### config.mk
export PLATFORM = sky130hd
export DESIGN_NAME = guitar_note_highway
export DESIGN_NICKNAME = d
export VERILOG_FILES = /design/src/rtl/guitar_note_highway_pkg.sv /design/src/rtl/guitar_note_highway_game_tick_gen.sv /design/src/rtl/guitar_note_highway.sv
export SDC_FILE = /design/constraint.sdc
export NUM_CORES = 1
export LEC_CHECK = 0
export ABC_AREA = 0
export CAP_MARGIN = 40
export CORE_UTILIZATION = 40
export CTS_CLUSTER_DIAMETER = 40
export DETAILED_ROUTE_END_ITERATION = 16
export DONT_BUFFER_PORTS = 1
export GPL_ROUTABILITY_DRIVEN = 1
export RECOVER_POWER = 50
export SLEW_MARGIN = 40
export SYNTH_ARGS = -nofsm -noshare
export SYNTH_HDL_FRONTEND = slang
export SYNTH_HIERARCHICAL = 1
export SYNTH_SLANG_ARGS = --single-unit
### constraint.sdc
create_clock -name clock -period 8.5 [get_ports clock]
set_input_delay 2.55 -clock clock [delete_from_list [all_inputs] [get_ports clock]]
set_output_delay 2.55 -clock clock [all_outputs]
set_load 0.03 [all_outputs]
### src/rtl/guitar_note_highway_pkg.sv
// rtl/guitar_note_highway_pkg.sv - shared FSM encoding and widths for the note highway
// Purpose: state encoding plus lane / miss-counter widths shared with the
// scoring processor and the VGA renderer.
package guitar_note_highway_pkg;

  typedef enum logic [1:0] {
    ST_IDLE  = 2'd0,
    ST_RUN   = 2'd1,
    ST_DRAIN = 2'd2,
    ST_DONE  = 2'd3
  } hw_state_e;

  localparam int DEFAULT_LANES = 4;
  localparam int MISS_W        = 16;

endpackage

### src/rtl/guitar_note_highway_game_tick_gen.sv
// rtl/guitar_note_highway_game_tick_gen.sv - scroll-step tick divider
// Purpose: counts 0..TICK_DIV-1 while enabled and pulses game_tick on the
// last count. The count holds while disabled so a pause resumes mid-phase.
// Ports:
//   clock     in  system clock
//   reset     in  async active-low reset
//   enable    in  count enable (busy and not paused)
//   clear     in  synchronous restart of the phase
//   game_tick out one-cycle pulse per scroll step
module game_tick_gen #(
  parameter int TICK_DIV = 50000
) (
  input  logic clock,
  input  logic reset,
  input  logic enable,
  input  logic clear,
  output logic game_tick
);

  localparam int CW = $clog2(TICK_DIV);
  localparam logic [CW-1:0] LAST = CW'(TICK_DIV - 1);

  logic [CW-1:0] cnt;

  always_ff @(posedge clock or negedge reset) begin
    if (!reset) begin
      cnt <= '0;
    end else if (clear) begin
      cnt <= '0;
    end else if (enable) begin
      cnt <= (cnt == LAST) ? '0 : cnt + 1'b1;
    end
  end

  assign game_tick = enable & (cnt == LAST);

endmodule

### src/rtl/guitar_note_highway.sv
// rtl/guitar_note_highway.sv - scrolling note highway feeding the scorer and renderer
// Purpose: streams a chart into a DEPTH-row highway, exposes the hit-zone row
// to the scorer, clears accepted hits and counts notes that scroll out unhit.
// Ports:
//   clock, reset          clock and async active-low reset
//   start, pause          song start (edge-detected) and freeze
//   chart_addr/chart_data chart ROM address out, row data in (combinational)
//   hit_valid, hit_lanes  scorer hit acknowledge for row 0
//   game_tick             scroll-step pulse
//   intersections         row 0 of the highway
//   highway               all rows, row r at [r*LANES +: LANES]
//   miss, miss_count      unhit-note pulse and saturating count
//   busy, done            RUN/DRAIN and DONE status
module guitar_note_highway
  import guitar_note_highway_pkg::*;
#(
  parameter int LANES     = DEFAULT_LANES,
  parameter int DEPTH     = 16,
  parameter int TICK_DIV  = 50000,
  parameter int CHART_LEN = 256,
  parameter int AW        = 8
) (
  input  logic                   clock,
  input  logic                   reset,
  input  logic                   start,
  input  logic                   pause,
  output logic [AW-1:0]          chart_addr,
  input  logic [LANES-1:0]       chart_data,
  input  logic                   hit_valid,
  input  logic [LANES-1:0]       hit_lanes,
  output logic                   game_tick,
  output logic [LANES-1:0]       intersections,
  output logic [LANES*DEPTH-1:0] highway,
  output logic                   miss,
  output logic [MISS_W-1:0]      miss_count,
  output logic                   busy,
  output logic                   done
);

  localparam int PCW = $clog2(LANES + 1);
  localparam int DCW = (DEPTH > 1) ? $clog2(DEPTH) : 1;

  function automatic logic [PCW-1:0] popcount(input logic [LANES-1:0] v);
    logic [PCW-1:0] c;
    c = '0;
    for (int i = 0; i < LANES; i++) begin
      c = c + PCW'(v[i]);
    end
    return c;
  endfunction

  hw_state_e         state;
  logic              start_q;
  logic [LANES-1:0]  rows [DEPTH];
  logic [AW-1:0]     addr_q;
  logic [DCW-1:0]    drain_cnt;
  logic              miss_q;
  logic [MISS_W-1:0] miss_cnt_q;

  logic              busy_w;
  logic              launch;
  logic              tick_en;
  logic [LANES-1:0]  hit_mask;
  logic [LANES-1:0]  row0_eff;
  logic [MISS_W:0]   miss_sum;
  logic [MISS_W-1:0] miss_sat;

  assign busy_w  = (state == ST_RUN) || (state == ST_DRAIN);
  assign launch  = start & ~start_q & ((state == ST_IDLE) || (state == ST_DONE));
  assign tick_en = busy_w & ~pause;

  // Hits are only meaningful while notes are moving; outside RUN/DRAIN they are dropped.
  assign hit_mask = (hit_valid && busy_w) ? hit_lanes : '0;
  assign row0_eff = rows[0] & ~hit_mask;

  // One spare bit catches the carry so the counter sticks at all-ones.
  assign miss_sum = {1'b0, miss_cnt_q} + (MISS_W + 1)'(popcount(row0_eff));
  assign miss_sat = miss_sum[MISS_W] ? '1 : miss_sum[MISS_W-1:0];

  game_tick_gen #(
    .TICK_DIV (TICK_DIV)
  ) u_tick (
    .clock     (clock),
    .reset     (reset),
    .enable    (tick_en),
    .clear     (launch),
    .game_tick (game_tick)
  );

  always_ff @(posedge clock or negedge reset) begin
    if (!reset) begin
      state      <= ST_IDLE;
      start_q    <= 1'b0;
      addr_q     <= '0;
      drain_cnt  <= '0;
      miss_q     <= 1'b0;
      miss_cnt_q <= '0;
      for (int r = 0; r < DEPTH; r++) begin
        rows[r] <= '0;
      end
    end else begin
      start_q <= start;
      miss_q  <= 1'b0;
      case (state)
        ST_IDLE, ST_DONE: begin
          if (launch) begin
            state      <= ST_RUN;
            addr_q     <= '0;
            drain_cnt  <= '0;
            miss_cnt_q <= '0;
            for (int r = 0; r < DEPTH; r++) begin
              rows[r] <= '0;
            end
          end
        end
        ST_RUN, ST_DRAIN: begin
          if (game_tick) begin
            // Row 0 leaves the highway; judge it after the same-cycle hit clear.
            for (int r = 0; r < DEPTH - 1; r++) begin
              rows[r] <= rows[r+1];
            end
            rows[DEPTH-1] <= (state == ST_RUN) ? chart_data : '0;
            miss_q        <= |row0_eff;
            miss_cnt_q    <= miss_sat;
            if (state == ST_RUN) begin
              addr_q <= addr_q + 1'b1;
              if (addr_q == AW'(CHART_LEN - 1)) begin
                state     <= ST_DRAIN;
                drain_cnt <= '0;
              end
            end else begin
              // DEPTH empty rows push every charted note past the hit zone.
              drain_cnt <= drain_cnt + 1'b1;
              if (drain_cnt == DCW'(DEPTH - 1)) begin
                state <= ST_DONE;
              end
            end
          end else begin
            rows[0] <= row0_eff;
          end
        end
        default: state <= ST_IDLE;
      endcase
    end
  end

  genvar g;
  generate
    for (g = 0; g < DEPTH; g++) begin : g_flat
      assign highway[g*LANES +: LANES] = rows[g];
    end
  endgenerate

  assign chart_addr    = addr_q;
  assign intersections = rows[0];
  assign miss          = miss_q;
  assign miss_count    = miss_cnt_q;
  assign busy          = busy_w;
  assign done          = (state == ST_DONE);

endmodule

==> out/qor.yml, run 1 <==
grt_max_degree: 113
grt_pass1_wl_um: 21900
p_leak_uw: 0.00279
drc: 0
muxShareOfSynthArea_pct: 1.88
cts.sink_count: 112
clk_pin_slew_ns: 0.07
layout-drive-gt1-share_pct: 7.37
synth_compound_area_share_pct: 10.9
cts_root_buffer: "clkbuf_16"
ys_seq_elements: 112
synth-simple-area-share_pct: 27.3
cp.arrival_ns: 3.42
ant_nets: 0
ir_drop_uv: 99.8
clock_path_buffers: 2
synth_xor_area_share_pct: 1.61
synth_nets: 607
wire_per_inst_um: 17.9
dr.pass1.iters: 4
post-route-min-period_ns: 5.97
ios: 109
viasPerCell: 5.66
synth_area_leaders: "dfrtp_1, nand2_1, nand3_1, o21ai_0, ha_1"
rsz0062_at_grt: "no"
synth_top_family_by_area: "simple AND/OR/NAND/NOR gates"
cts_setup_buffers: 0
end_kind: "output pin"
wirelength_um: 13300
synth_seq_area_share_pct: 51.4
synth_top_cell_by_area: "dfrtp_1"
outcome: "finished, final reports clean"
synth_fa_ha_area_share_pct: 2.94
final-setup-viol-count: 0
power_density_mw_per_mm2: 216
critical_path_class: "input pin to output pin"
total_power_uw: 1260
hpwl_um: 8760
slew_violations: 0
cts_hold_buffers: 0
synthCells: 583
grt_overflow: 0
hold_class: "register to register"
crit_required_ns: 5.95
max_freq_mhz: 167
track_usage_pct: 19.6
cts_resized: 0
maxCapViolCount: 0
cts_buffers: 9
hold_viol: 0
die_x_um: 119
num_rows: 42
async_flop_share_pct: 100
synth_cell_types: 67
ys_warn_count: 6
area_growth_pct: 7.07
worst_pin_slew_ns: 0.788
core_mm2: 0.0132
grt_pass1_vias: 4055
ctsHtreeMaxLevel: 3
fin_crit_sh_pct: 70.2
synth_ff_type: "dfrtp_1"
antenna_found_initial: 0
start_util_pct: 41.1
routabilityCongestion: 0.866
synth-edff-count: 0
antenna_cells: 0
clock-skew-final_ns: 0.0102
die-area_mm2: 0.0141
final.setup.tns_ns: 0
die_h_um: 119
synth_top_area_share_pct: 51.4
cp_max_fo: 10
slew_headroom_pct: 47.4
cts_tree: "built"
insertion_delay_ns: 0.36
start_kind: "input pin"
drt_iter0_drc: 368
netlist_area_mm2: 0.00545
port_buffers: 0
final_nets: 589
via_count: 4221
synth.avg_cell_area_um2: 9.35
==> sequential cells by signal, indices dropped and copies added, names as in the netlist <==
register and count:
chart_addr 8, u_tick/cnt 16, start_q 1, drain_cnt 4, state 2, intersections 4
highway 60, miss 1, miss_count 16
==> kinds of logic after synthesis <==
logic type      after synthesis
compound gates               83
xor+xnor                     10
fa+ha+maj                    11
buf+inv                      48
flops                       112
mux                          10
simple gates                309
==> layer usage <==
metal | track usage (%) | wire length [µm] | vias to the layer above
met2 | 30.0 | 6290 | 102
met5 | 0 | 0 | -
met1 | 25.9 | 5870 | 2112
met4 | 6.33 | 192 | 0
met3 | 6.76 | 982 | 14
li1 | - | - | 1993
==> power by group <==
part	internal, µW	switching (µW)	leakage [µW]
logic	64.5	162	0.00110
clock network	210	202	0.000137
registers	558	62.0	0.00155
total	833	426	0.00279
==> through the flow <==
| stage | hold WS (ns) | cells | util (%) | setup slack, ns | instance area, µm² |
|---|---|---|---|---|---|
| floorplan | 0.475 | 583 | - | 2.54 | 5450 |
| global placement | 0.512 | 730 | 41.9 | 2.56 | 5550 |
| detailed placement | 0.512 | 730 | 41.9 | 2.53 | 5550 |
| CTS | 0.529 | 746 | 44.1 | 2.53 | 5830 |
| global route | 0.556 | 746 | 44.1 | 2.44 | 5830 |
| finish | 0.530 | 746 | 44.1 | 2.53 | 5830 |
==> final cells by class <==
cell class,count,area (µm²)
Clock buffer,11,243
Clock inverter,5,38.8
Fill cell,1270,7410
Inverter,14,52.6
Multi-Input combinational cell,423,2440
Sequential cell,112,2800
Tap cell,176,220
Timing Repair Buffer,5,37.5
==> layout by cell type (no fill, tap or decap), types with 7 or more instances in the layout <==
master and count:
a21oi_1 9, o211ai_1 8, o21ai_0 22, dfrtp_1 112, and3_1 7, inv_1 13, mux2i_1 8, nor2_1 22
nand4_1 12, nand2_1 151, nand3_1 75, clkbuf_16 9, ha_1 8
==> cell usage after synthesis, drive strengths merged (9+ instances only) <==
cell type,n
nor2,23
nand2,151
o21ai,24
nand3,76
clkbuf,12
buf,22
inv,13
dfrtp,112
nand4,13
a21oi,9
==> worst max-delay path, cell delays in order <==
cell and delay, ns:
nor2_1 0.27, inv_1 0.18, nor2_2 0.13, buf_4 0.29
==> worst paths after layout <==
kind | start | endpoint | slack, ns | cells past startpoint
setup / recovery | pause | game_tick | 2.53 | 4
hold / removal | drain_cnt[1] | drain_cnt[1] | 0.53 | 1
setup reg to reg | state[0] | miss_count[13] | 4.60 | 13
hold reg to reg | drain_cnt[1] | drain_cnt[1] | 0.53 | 1
max in group asynchronous | reset | chart_addr[3] | 6.41 | 0
min in group asynchronous | reset | miss_count[11] | 1.89 | 0
No activity file was read; power rests on OpenSTA's default activity.
==> run 2, diff against run 1 <==
Clock period 8.5 ns to 4.95 ns, I/O delays scaled along.
==> run 2 against run 1 <==
Sequential share of layout area is 0.15 points lower. Sequential cell count stayed put. Power is 72% higher. Design area is 0.32% higher. Sequential power is 71% higher. Critical endpoint is now miss_count[13].
==> out/qor.yml, run 2 (synthesis gave the netlist of run 1 again) <==
outcome: "finished, final reports clean"
final-setup-viol-count: 0  # unchanged
post-route-min-period_ns: 4.09
grt_max_degree: 113  # unchanged
slew_violations: 0  # unchanged
area_growth_pct: 7.42
port_buffers: 0  # unchanged
grt_pass1_vias: 4033  # -0.54%
die-area_mm2: 0.0141  # unchanged
ir_drop_uv: 378  # +280%
viasPerCell: 5.73  # +1.3%
final.setup.tns_ns: 0  # unchanged
die_h_um: 119  # unchanged
drt_iter0_drc: 399  # +8.4%
hold_depth: 1  # unchanged
grt_pass1_wl_um: 21800  # -0.69%
final_nets: 591  # +0.34%
die_x_um: 119  # unchanged
via_count: 4289  # +1.6%
cts_resized: 0  # unchanged
cp.arrival_ns: 4.31  # +0.89 ns
layout-drive-gt1-share_pct: 7.69  # +0.32 points
max_freq_mhz: 245
layout_common_cells: "nand2_1, dfrtp_1, nand3_1, nor2_1, o21ai_0"
cts_hold_buffers: 0  # unchanged
ant_nets: 0  # unchanged
num_rows: 42  # unchanged
power_density_mw_per_mm2: 371  # +72%
critical_path_class: "input pin to register"
cts_buffers: 9  # unchanged
routabilityCongestion: 0.850  # -1.8%
clock-skew-final_ns: 0.00716  # -0.00305 ns
largest_reg_flops: 60  # unchanged
hold_viol: 0  # unchanged
rsz0062_at_grt: "no"
worst_pin_slew_ns: 0.801  # +0.0133 ns
ff2ff_setup_slack_ns: 1.12  # -3.48 ns
cts_root_buffer: "clkbuf_16"
wire_per_inst_um: 18.1  # +1.2%
cts_setup_buffers: 0  # unchanged
ctsHtreeMaxLevel: 3  # unchanged
dr.pass1.iters: 4  # unchanged
antenna_cells: 0  # unchanged
core_mm2: 0.0132  # unchanged
grt_overflow: 0  # unchanged
cp_max_fo: 13  # +3
slew_headroom_pct: 46.4  # -1.0 points
ios: 109  # unchanged
dp_cells: 732  # +0.27%
track_usage_pct: 19.7  # +0.13 points
drc: 0  # unchanged
hold_end: "drain_cnt[3]"
clk_pin_slew_ns: 0.07  # about the same
final_cell_count_no_fill: 748  # +0.27%
insertion_delay_ns: 0.35  # about the same
wirelength_um: 13500  # +1.5%
cts_tree: "built"
r2r-start: "state[0]"
start_util_pct: 41.1  # unchanged
hp-start: "drain_cnt[3]"
hold_class: "register to register"
crit_required_ns: 5.17  # -0.78 ns
clock_path_buffers: 2  # unchanged
reg2reg_to: "miss_count[13]"
antenna_found_initial: 0  # unchanged
fin_crit_sh_pct: 82.6
start_kind: "input pin"
hpwl_um: 8890  # +1.5%
rr_worst_depth: 12  # -1
cts.sink_count: 112  # unchanged
maxCapViolCount: 0  # unchanged
end_kind: "register"
mostFrequentLayoutCell: "nand2_1"
p_leak_uw: 0.00280  # +0.32%
-- run 2: area by class of cell --
type / count / area (µm²)
clock buffer: 12 / 256
clock inverter: 4 / 28.8
fill: 1287 / 7390
inverter: 14 / 52.6
multi-input combinational: 423 / 2440
sequential: 112 / 2800
tap: 176 / 220
timing repair buffer: 7 / 52.6
-- run 2: worst max path at each step --
stage	endpoint	cells after the start	from	slack, ns
after global routing	miss_count[14]	11	hit_valid	0.71
after CTS	miss_count[13]	10	hit_valid	0.90
after global placement	miss_count[13]	10	hit_valid	0.68
final	miss_count[13]	10	hit_valid	0.86
after detailed placement	miss_count[13]	10	hit_valid	0.54
after floorplan	miss_count[7]	11	hit_valid	0.85
-- run 2: layer usage --
layer / global-route usage (%) / vias up / wire length, µm
met5: 0 / - / 0
met3: 6.85 / 7 / 968
met1: 26.2 / 2125 / 6050
li1: - / 1999 / -
met2: 30.8 / 158 / 6420
met4: 4.75 / 0 / 95
-- run 2: metrics by stage --
step / power, µW / hold slack (ns) / area, µm² / setup slack, ns / util (%)
2_1_floorplan: 1350 / 0.475 / 5450 / 0.848 / -
3_3_place_gp: 1470 / 0.514 / 5570 / 0.675 / 42.0
3_5_place_dp: 1480 / 0.526 / 5570 / 0.535 / 42.0
4_1_cts: 2190 / 0.542 / 5850 / 0.901 / 44.2
5_1_grt: 2270 / 0.566 / 5850 / 0.705 / 44.2
6_report: 2170 / 0.543 / 5850 / 0.864 / 44.2
-- run 2: worst max-delay path, stage by stage --
cell	delay, ns
nor2b_1	0.21
a21boi_0	0.19
fa_1	0.55
inv_1	0.06
fa_1	0.41
inv_1	0.08
fa_1	0.32
nand3_1	0.18
or4_4	0.66
o311ai_0	0.17
-- run 2: power by group --
part / internal [µW] / switching [µW] / total (µW)
Clock: 370 / 334 / 703
Combinational: 114 / 287 / 401
Sequential: 959 / 106 / 1060
Total: 1440 / 726 / 2170
==> run 3, diff against run 2 <==
Settings changed: ABC_AREA 0 to 1.
Clock period 4.95 ns to 4.2 ns, I/O delays scaled along.
==> run 3 against run 2 <==
Critical path depth increased by 7. Register-to-register slack got worse by 0.59 ns. Highest routed layer unchanged. Setup slack got worse by 0.33 ns. Critical endpoint is now miss_count[8]. Largest power group unchanged.
==> out/qor.yml, run 3 <==
cp_max_fo: 11  # -2
cts_root_buffer: "clkbuf_16"
dr.pass1.iters: 5  # +1
hold_ws_ns: 0.522  # -0.0213 ns
synthCells: 634  # +8.7%
area_growth_pct: 7.69
ios: 109  # unchanged
preCtsSetupSlack_ns: 0.226  # -0.309 ns
final_nets: 654  # +11%
final.setup.tns_ns: 0  # unchanged
layout-drive-gt1-share_pct: 11.3  # +3.6 points
synth_top_area_share_pct: 51.1  # -0.32 points
final-setup-viol-count: 0  # unchanged
max_freq_mhz: 273
synth-edff-count: 0  # unchanged
final_cell_count_no_fill: 811  # +8.4%
critical_path_class: "register to register"
cp.arrival_ns: 3.95  # -0.36 ns
netlist_area_mm2: 0.00548  # +0.62%
antenna_cells: 0  # unchanged
crit_required_ns: 4.48  # -0.69 ns
synth_seq_area_share_pct: 51.1  # -0.32 points
power_density_mw_per_mm2: 360  # -2.9%
cts_hold_buffers: 0  # unchanged
dp_cells: 795  # +8.6%
cts_buffers: 9  # unchanged
insertion_delay_ns: 0.36  # about the same
num_rows: 42  # unchanged
synth_ff_type: "dfrtp_1"
grt_pass1_wl_um: 21300  # -2.2%
synth_nets: 658  # +8.4%
cts_tree: "built"
track_usage_pct: 19.1  # -0.65 points
post-route-min-period_ns: 3.67
port_buffers: 0  # unchanged
worst_slack_ns: 0.532  # -0.332 ns
rsz0062_at_grt: "no"
p_leak_uw: 0.00304  # +8.9%
antenna_found_initial: 0  # unchanged
wirelength_um: 12600  # -6.9%
cts.sink_count: 112  # unchanged
grt_max_degree: 113  # unchanged
die-area_mm2: 0.0142  # +0.61%
drt_iter0_drc: 301  # -25%
grt_overflow: 0  # unchanged
grt_pass1_vias: 4268  # +5.8%
cts_setup_buffers: 0  # unchanged
die_h_um: 119  # +0.30%
drc: 0  # unchanged
hold_viol: 0  # unchanged
clk_pin_slew_ns: 0.07  # about the same
fin_crit_sh_pct: 87.3
synth_top_cell_by_area: "dfrtp_1"
wire_per_inst_um: 15.5  # -14%
ys_seq_elements: 112  # unchanged
ys_warn_count: 6  # unchanged
synthTopCellsByCount: "nand2_1, dfrtp_1, inv_1"
mostFrequentLayoutCell: "nand2_1"
ant_nets: 0  # unchanged
end_kind: "register"
die_x_um: 119  # +0.30%
start_kind: "register"
clock-skew-final_ns: 0.0123  # +0.00514 ns
slew_headroom_pct: 19.4  # -27 points
routabilityCongestion: 0.906  # +6.6%
hold_class: "register to register"
synth.avg_cell_area_um2: 8.65  # -7.5%
ctsHtreeMaxLevel: 3  # unchanged
via_count: 4275  # -0.33%
yosysMostFrequentCell: "nand2_1"
start_util_pct: 41.2  # +0.091 points
hpwl_um: 8970  # +0.80%
clock_path_buffers: 2  # unchanged
fillers: 1308  # +1.6%
cts_resized: 0  # unchanged
ir_drop_uv: 205  # -46%
synth_area_leaders: "dfrtp_1, nand2_1, inv_1, o22ai_1, o21ai_0"
worst_pin_slew_ns: 1.20  # +0.404 ns
maxCapViolCount: 0  # unchanged
largest_reg_flops: 60  # unchanged
async_flop_share_pct: 100  # unchanged
viasPerCell: 5.27  # -8.1%
slew_violations: 0  # unchanged
fin_util_pct: 44.4  # +0.21 points
layout_common_cells: "nand2_1, dfrtp_1, inv_1, o22ai_1, nor2_1"
synth_cell_types: 40  # -40%
core_mm2: 0.0133  # +0.40%
outcome: "finished, final reports clean"
==> run 3: cell types whose count changed after synthesis, sizes merged, moves of 10 or more <==
cell,before,now
clkbuf,12,2
o22ai,4,56
nor2,23,60
o21ai,24,49
nand2,151,127
nand3,76,35
inv,13,111
==> run 3: report_power, final <==
| group | internal, µW | total (µW) | switching [µW] |
|---|---|---|---|
| sequential | 1110 | 1150 | 37.9 |
| combinational | 48.8 | 129 | 80.1 |
| clock | 431 | 850 | 420 |
| total | 1590 | 2130 | 538 |
==> run 3: critical path: stages, from the launching register on <==
cell and delay (ns):
dfrtp_1 0.43, inv_1 0.07, ha_1 0.39, inv_2 0.09
nand2_1 0.08, o21ai_0 0.22, inv_1 0.09, fa_1 0.50
inv_1 0.05, fa_1 0.38, inv_1 0.09, fa_1 0.22
nand3_2 0.12, nor2_2 0.21, nand4_2 0.33, nand3_1 0.20
nand2_1 0.07, o21ai_2 0.06
==> run 3: layer usage <==
layer  track usage (%)  routed length, µm
met2              31.0               6060
met5                 0                  0
met1              24.6               5650
met4              7.52                242
met3              4.36                650
==> run 3: per-stage QoR <==
stage / cell area (µm²) / power, µW
finish: 5900 / 2130
global route: 5900 / 2200
CTS: 5920 / 2150
detailed placement: 5630 / 1300
global placement: 5630 / 1290
floorplan: 5480 / 1270
==> run 3: cell type report <==
| cell class | count | area, µm² | share of cell area, % |
|---|---|---|---|
| Timing Repair Buffer | 6 | 45.0 | 0.763 |
| Clock inverter | 5 | 46.3 | 0.784 |
| Clock buffer | 11 | 243 | 4.11 |
| Inverter | 113 | 427 | 7.23 |
| Sequential cell | 112 | 2800 | 47.5 |
| Multi-Input combinational cell | 388 | 2120 | 35.9 |
| Tap cell | 176 | 220 | 3.73 |
==> run 3: final timing paths <==
check | endpoint | slack [ns] | startpoint | cells after the start
max | miss_count[8] | 0.53 | state[0] | 17
min | drain_cnt[1] | 0.52 | drain_cnt[1] | 2
max reg2reg | miss_count[8] | 0.53 | state[0] | 17
min reg2reg | drain_cnt[1] | 0.52 | drain_cnt[1] | 2
max in group asynchronous | miss_count[3] | 3.45 | reset | 0
min in group asynchronous | highway[63] | 0.59 | reset | 0
==> run 3: logic make-up (layout without fill, tap and decap cells) <==
kind of cell / count (synthesis) / count (layout) / share of synthesized area (%)
AO/OA/AOI/OAI: 125 / 125 / 13.7
XOR/XNOR: 7 / 7 / 1.12
adder cells (fa/ha/maj): 11 / 11 / 2.92
buffers and inverters: 134 / 135 / 10.0
flip-flops: 112 / 112 / 51.1
AND/OR/NAND/NOR: 245 / 245 / 21.1
